$ cat src/rtl/fetch_stage_if.sv
// Instruction-memory port of the fetch stage. The memory is combinational:
// imem_rdata is valid in the same cycle imem_addr is presented.
interface fetch_stage_if;
  logic [31:0] imem_addr;
  logic [31:0] imem_rdata;

  modport master (output imem_addr, input  imem_rdata);
  modport slave  (input  imem_addr, output imem_rdata);
endinterface

$ cat src/rtl/fetch_stage.sv
// Minisys instruction-fetch stage with IF/ID pipeline register.
// Owns the PC, selects the next PC from sequential/jump/branch sources and flushes wrong-path fetches.
module fetch_stage #(
  parameter logic [31:0] RESET_PC = 32'h0000_0000,
  parameter logic [31:0] NOP_WORD = 32'h0000_0000
) (
  input  logic                 clock,
  input  logic                 reset,
  // Handshake: no valid/ready on imem; the word for imem_addr is consumed on the
  // same rising edge it is presented. if_id_valid qualifies the IF/ID contents.
  fetch_stage_if.master        imem,
  input  logic                 stall,
  input  logic                 id_jmp,
  input  logic                 id_jal,
  input  logic                 id_jr,
  input  logic [31:0]          id_jr_target,
  input  logic                 ex_branch_taken,
  input  logic [31:0]          ex_branch_target,
  output logic [31:0]          if_id_instr,
  output logic [31:0]          if_id_pc_plus4,
  output logic                 if_id_valid,
  output logic                 flush_id_ex,
  output logic [31:0]          fetch_count
);

  typedef enum logic [1:0] {
    SEL_SEQ    = 2'd0,
    SEL_HOLD   = 2'd1,
    SEL_JUMP   = 2'd2,
    SEL_BRANCH = 2'd3
  } pc_sel_e;

  logic [31:0] pc_q, pc_d;
  logic [31:0] instr_q, instr_d;
  logic [31:0] pc4_q, pc4_d;
  logic        valid_q, valid_d;
  logic [31:0] count_q, count_d;

  logic [31:0] pc_plus4;
  logic [31:0] jump_target;
  logic [31:0] branch_target;
  logic        jump_req;
  pc_sel_e     pc_sel;

  assign pc_plus4      = pc_q + 32'd4;
  assign branch_target = {ex_branch_target[31:2], 2'b00};

  // A bubble in ID carries no decoded control, so its jump strobes are discarded.
  assign jump_req = valid_q & (id_jmp | id_jal | id_jr);

  always_comb begin
    jump_target = {pc4_q[31:28], instr_q[25:0], 2'b00};
    if (id_jr) begin
      jump_target = {id_jr_target[31:2], 2'b00};
    end
  end

  // The EX branch is older than anything in ID/IF, so it beats stall and jumps.
  always_comb begin
    pc_sel = SEL_SEQ;
    if (ex_branch_taken) begin
      pc_sel = SEL_BRANCH;
    end else if (stall) begin
      pc_sel = SEL_HOLD;
    end else if (jump_req) begin
      pc_sel = SEL_JUMP;
    end
  end

  always_comb begin
    pc_d    = pc_q;
    instr_d = instr_q;
    pc4_d   = pc4_q;
    valid_d = valid_q;
    count_d = count_q;
    case (pc_sel)
      SEL_BRANCH: begin
        pc_d    = branch_target;
        instr_d = NOP_WORD;
        pc4_d   = 32'd0;
        valid_d = 1'b0;
      end
      SEL_HOLD: begin
        pc_d = pc_q;
      end
      SEL_JUMP: begin
        pc_d    = jump_target;
        instr_d = NOP_WORD;
        pc4_d   = 32'd0;
        valid_d = 1'b0;
      end
      default: begin
        pc_d    = pc_plus4;
        instr_d = imem.imem_rdata;
        pc4_d   = pc_plus4;
        valid_d = 1'b1;
        count_d = count_q + 32'd1;
      end
    endcase
  end

  always_ff @(posedge clock or posedge reset) begin
    if (reset) begin
      pc_q    <= RESET_PC;
      instr_q <= NOP_WORD;
      pc4_q   <= 32'd0;
      valid_q <= 1'b0;
      count_q <= 32'd0;
    end else begin
      pc_q    <= pc_d;
      instr_q <= instr_d;
      pc4_q   <= pc4_d;
      valid_q <= valid_d;
      count_q <= count_d;
    end
  end

  assign imem.imem_addr = pc_q;
  assign if_id_instr    = instr_q;
  assign if_id_pc_plus4 = pc4_q;
  assign if_id_valid    = valid_q;
  assign fetch_count    = count_q;
  assign flush_id_ex    = ex_branch_taken;

  // Address low bits and opcode field are architecturally dropped here.
  logic unused_bits;
  assign unused_bits = ^{id_jr_target[1:0], ex_branch_target[1:0], instr_q[31:26]};

endmodule

$ cat src/flat_wrapper.sv
// flat-port wrapper written by rule: the top's interface ports become plain ports
module fetch_stage_flat 
#(
  parameter logic [31:0] RESET_PC = 32'h0000_0000,
  parameter logic [31:0] NOP_WORD = 32'h0000_0000
)
  (clock, reset, stall, id_jmp, id_jal, id_jr, id_jr_target, ex_branch_taken, ex_branch_target, if_id_instr, if_id_pc_plus4, if_id_valid, flush_id_ex, fetch_count, imem_imem_addr, imem_imem_rdata);
  fetch_stage_if imem_i ();
  input  logic clock;
  input  logic reset;
  input  logic stall;
  input  logic id_jmp;
  input  logic id_jal;
  input  logic id_jr;
  input  logic [31:0] id_jr_target;
  input  logic ex_branch_taken;
  input  logic [31:0] ex_branch_target;
  output logic [31:0] if_id_instr;
  output logic [31:0] if_id_pc_plus4;
  output logic if_id_valid;
  output logic flush_id_ex;
  output logic [31:0] fetch_count;
  output wire logic [$bits(imem_i.imem_addr)-1:0] imem_imem_addr;
  input wire logic [$bits(imem_i.imem_rdata)-1:0] imem_imem_rdata;
  assign imem_imem_addr = imem_i.imem_addr;
  assign imem_i.imem_rdata = imem_imem_rdata;
  fetch_stage #(.RESET_PC(RESET_PC), .NOP_WORD(NOP_WORD)) u_core (.clock(clock), .reset(reset), .imem(imem_i), .stall(stall), .id_jmp(id_jmp), .id_jal(id_jal), .id_jr(id_jr), .id_jr_target(id_jr_target), .ex_branch_taken(ex_branch_taken), .ex_branch_target(ex_branch_target), .if_id_instr(if_id_instr), .if_id_pc_plus4(if_id_pc_plus4), .if_id_valid(if_id_valid), .flush_id_ex(flush_id_ex), .fetch_count(fetch_count));
endmodule
$ cat config.mk
export PLATFORM = sky130hd
export DESIGN_NAME = fetch_stage_flat
export DESIGN_NICKNAME = d
export VERILOG_FILES = /design/src/rtl/fetch_stage_if.sv /design/src/rtl/fetch_stage.sv /design/src/flat_wrapper.sv
export SDC_FILE = /design/constraint.sdc
export NUM_CORES = 1
export LEC_CHECK = 0
export BUFFER_PORTS_ARGS = -buffer_cell sky130_fd_sc_hd__buf_4
export CAP_MARGIN = 20
export CORE_UTILIZATION = 50
export DETAILED_ROUTE_END_ITERATION = 8
export HOLD_SLACK_MARGIN = 0.12
export PLACE_DENSITY_LB_ADDON = 0.05
export SETUP_SLACK_MARGIN = 0.05
export SKIP_LAST_GASP = 1
export SLEW_MARGIN = 30
export SYNTH_ARGS = -nofsm -noshare
export SYNTH_HDL_FRONTEND = slang
export SYNTH_SLANG_ARGS = --single-unit
$ cat constraint.sdc
create_clock -name clock -period 5.6 [get_ports clock]
set_input_delay 1.4 -clock clock [delete_from_list [all_inputs] [get_ports clock]]
set_output_delay 1.4 -clock clock [all_outputs]
set_load 0.02 [all_outputs]
==> flow_metrics.env <==
export IMPL_drive_gt1_share_pct=35.0
export IMPL_design_core_area_um2=12200
export IMPL_stdcell_area_um2=8670
export IMPL_port_buffers=226
export IMPL_initial_core_util_pct=51.7
export IMPL_p_per_area_nw_per_um2=320
export IMPL_die_height_um=114
export IMPL_drc_errors=0
export IMPL_h_tree_depth=4
export IMPL_crit_start="ex_branch_taken"
export IMPL_grt_first_pass_wirelength_mm=29.9
export IMPL_dr_pass1_iters=6
export IMPL_fmax_mhz=293
export IMPL_max_cap_violations=0
export IMPL_dp_hpwl_mm=13.6
export IMPL_cts_setup_buffers=0
export IMPL_layout_nets=929
export IMPL_cts_buffer_depth=2
export IMPL_maxSlewViolCount=0
export IMPL_r2r_end="u_core.imem.imem_addr[28]$_DFFE_PP0P_"
export IMPL_route_met2_wl_mm=9.71
export IMPL_outcome="finished clean"
export IMPL_avgSynthCellArea_um2=10.3
export IMPL_final_setup_tns_ns=0
export IMPL_totalWireLength_mm=19.1
export IMPL_clock_sinks=126
export IMPL_antenna_found_initial=0
export IMPL_critPathCapture="flush_id_ex"
export IMPL_yosysUniqueCellTypes=51
export IMPL_vias_per_cell=5.75
export IMPL_crit_type="in2out"
export IMPL_cts_made_buffers=17
export IMPL_synth_cell_area_um2=6290
export IMPL_drt_iter0_markers=428
export IMPL_grt_pass1_vias=5702
export IMPL_highest_layer="met4"
export IMPL_dp_cells=973
export IMPL_synth_cells=612
export IMPL_hold_violations=0
export IMPL_num_rows=40
export IMPL_place_congestion=0.856
export IMPL_cts_tree="built"
export IMPL_diodes=0
export IMPL_async_flop_share_pct=100
export IMPL_dr_wl_met3_mm=1.28
export IMPL_worst_path_stages=2
export IMPL_reg2reg_slack_ns=2.88
export IMPL_worstHoldPathType="reg2reg"
export IMPL_vias=5772
export IMPL_slowest_delay_ns=0.38
export IMPL_setup_viol=0
export IMPL_io_pins=233
export IMPL_fin_util_pct=71.3
export IMPL_maxSlewHeadroom_pct=37.9
export IMPL_crit_path_max_fanout=36
export IMPL_met1_length_mm=7.70
export IMPL_routedWlPerCell_um=19.0
export IMPL_placedInstanceArea_um2=8090
export IMPL_r2r_start="u_core.imem.imem_addr[2]$_DFFE_PP0P_"
export IMPL_rsz0062_at_grt="false"
export IMPL_final_period_utilization_pct=61.0
export IMPL_worstMarginPinSlew_ns=0.929
export IMPL_power_leakage_uw=0.00413
export IMPL_timing_critical_path_buf_inv=2
export IMPL_syn_to_final_growth_pct=37.9
export IMPL_crit_top_cell="buf_4"
export IMPL_grt_start_max_net_pins=54
export IMPL_min_period_ns=3.42
export IMPL_yosys_register_bits=126
export IMPL_finalNonFillerCells=1003
export IMPL_synth_flop_cell="dfrtp_1"
export IMPL_insertion_delay_ns=0.41
export IMPL_yosysSeqAreaShare_pct=50.1
export IMPL_crit_chain="buf_4 -> buf_4"
export IMPL_power_uw=2770
export IMPL_ys_warn_count=0
export IMPL_path_delay_family="buffers and inverters"
export IMPL_slowest_stage="buf_4"
export IMPL_cp_start_kind="input pin"
export IMPL_fp_dieW_um=114
export IMPL_r2r_cells=5
export IMPL_grt_total_usage_pct=30.3
export IMPL_antenna_left=0
export IMPL_worst_endpoint_arrival_ns=2.02
export IMPL_cts_root_buf="clkbuf_16"
export IMPL_peakVddDrop_uv=192
export IMPL_overflow=0
export IMPL_clk_pin_slew_ns=0.05
export IMPL_synth_edf_count=0
export IMPL_skew_ns=0.00814
export IMPL_end_kind="primary output"
export IMPL_postCtsHoldBufs=0
export IMPL_cts_resized=0
export IMPL_dieArea_um2=13000
export IMPL_worstPathRequired_ns=4.20
[routing by layer]
layer / track usage (%) / vias up
met1: 37.3 / 2818
met4: 11.4 / 0
met2: 52.1 / 261
li1: - / 2667
met3: 6.72 / 26
met5: 0 / -
[Yosys cell counts (4+ instances only)]
| cell type | instances | area share [%] |
|---|---|---|
| a21oi_1 | 24 | 1.9 |
| a222oi_1 | 16 | 2.5 |
| a22o_1 | 33 | 4.6 |
| a2bb2oi_1 | 5 | 0.70 |
| and3_1 | 5 | 0.50 |
| and4_1 | 4 | 0.56 |
| buf_2 | 6 | 0.48 |
| buf_4 | 4 | 0.48 |
| clkbuf_1 | 28 | 1.7 |
| dfrtp_1 | 126 | 50 |
| inv_1 | 15 | 0.90 |
| mux2_2 | 19 | 3.4 |
| mux2i_1 | 14 | 2.2 |
| nand2_1 | 64 | 3.8 |
| nand3_1 | 29 | 2.3 |
| nand4_1 | 18 | 1.8 |
| nor2_1 | 29 | 1.7 |
| nor3_1 | 9 | 0.72 |
| o21ai_0 | 53 | 4.2 |
| o311ai_0 | 9 | 1.3 |
| xnor2_1 | 39 | 5.4 |
| xor2_1 | 20 | 2.8 |
[placed cells by master, fill, tap and decap left out, drive strengths merged, types with 2 or more instances in the layout]
cell / Yosys / routed
or2: 2 / 2
ha: 2 / 2
nor4: 4 / 4
nor2: 29 / 29
inv: 15 / 15
clkbuf: 29 / 22
nor2b: 2 / 2
xor2: 20 / 20
o221ai: 2 / 2
buf: 13 / 234
and3: 5 / 5
a22o: 33 / 33
clkinv: 0 / 5
or4: 2 / 2
nand3: 29 / 29
xnor2: 39 / 39
a221oi: 3 / 3
conb: 1 / 2
mux2i: 14 / 14
nor3: 10 / 10
nand2: 64 / 64
o22ai: 2 / 2
o22a: 3 / 3
o311ai: 9 / 9
and4: 4 / 4
a21oi: 24 / 24
mux2: 19 / 19
and2: 2 / 2
o21a: 3 / 3
a222oi: 16 / 16
bufinv: 0 / 3
nand4: 19 / 19
or3: 2 / 2
a2bb2oi: 5 / 5
dfrtp: 126 / 126
o21ai: 54 / 54
[area by class of cell]
cell class	count	area, um^2
multi-input cells	430	2910
clock buffers	22	464
repair buffers	234	1760
clock inverters	8	115
well taps	168	210
fillers	969	3490
inverters	15	58.8
flip-flops and latches	126	3150
[registers in the layout (all words and copies together) (netlist names)]
signal	flops
u_core.imem.imem_addr	30
u_core.if_id_instr	32
u_core.if_id_valid	1
u_core.if_id_pc_plus4	31
u_core.fetch_count	32
[kinds of logic (layout without fill, tap and decap cells)]
kind of cell / Yosys count / count (layout) / share of synthesized area (%)
simple gates: 175 / 175 / 14.0
other cells: 1 / 2 / 0.0596
buf+inv: 57 / 279 / 3.90
compound gates: 159 / 159 / 17.7
flops: 126 / 126 / 50.1
mux: 33 / 33 / 5.63
xor+xnor: 59 / 59 / 8.22
fa+ha+maj: 2 / 2 / 0.398
[worst min path at each step]
stage                                                     to                          startpoint  cells after the start
final                     u_core.fetch_count[31]$_DFFE_PP0N_  u_core.fetch_count[31]$_DFFE_PP0N_                      1
after global routing      u_core.fetch_count[31]$_DFFE_PP0N_  u_core.fetch_count[31]$_DFFE_PP0N_                      1
after CTS                 u_core.fetch_count[31]$_DFFE_PP0N_  u_core.fetch_count[31]$_DFFE_PP0N_                      1
after detailed placement  u_core.fetch_count[31]$_DFFE_PP0N_  u_core.fetch_count[31]$_DFFE_PP0N_                      1
after global placement    u_core.fetch_count[31]$_DFFE_PP0N_  u_core.fetch_count[31]$_DFFE_PP0N_                      1
after floorplan           u_core.fetch_count[31]$_DFFE_PP0N_  u_core.fetch_count[31]$_DFFE_PP0N_                      1
[per-stage QoR]
step | hold slack [ns] | setup slack, ns
after floorplan | 0.582 | 0.844
after CTS | 0.476 | 2.19
final | 0.469 | 2.18
after global placement | 0.463 | 2.06
after global routing | 0.499 | 2.15
after detailed placement | 0.469 | 2.13
[power breakdown]
group	internal, uW	switching (uW)
clock network	714	383
logic	255	307
registers	993	120
total	1960	809
Note: power is estimated with default switching activity, not from simulation.
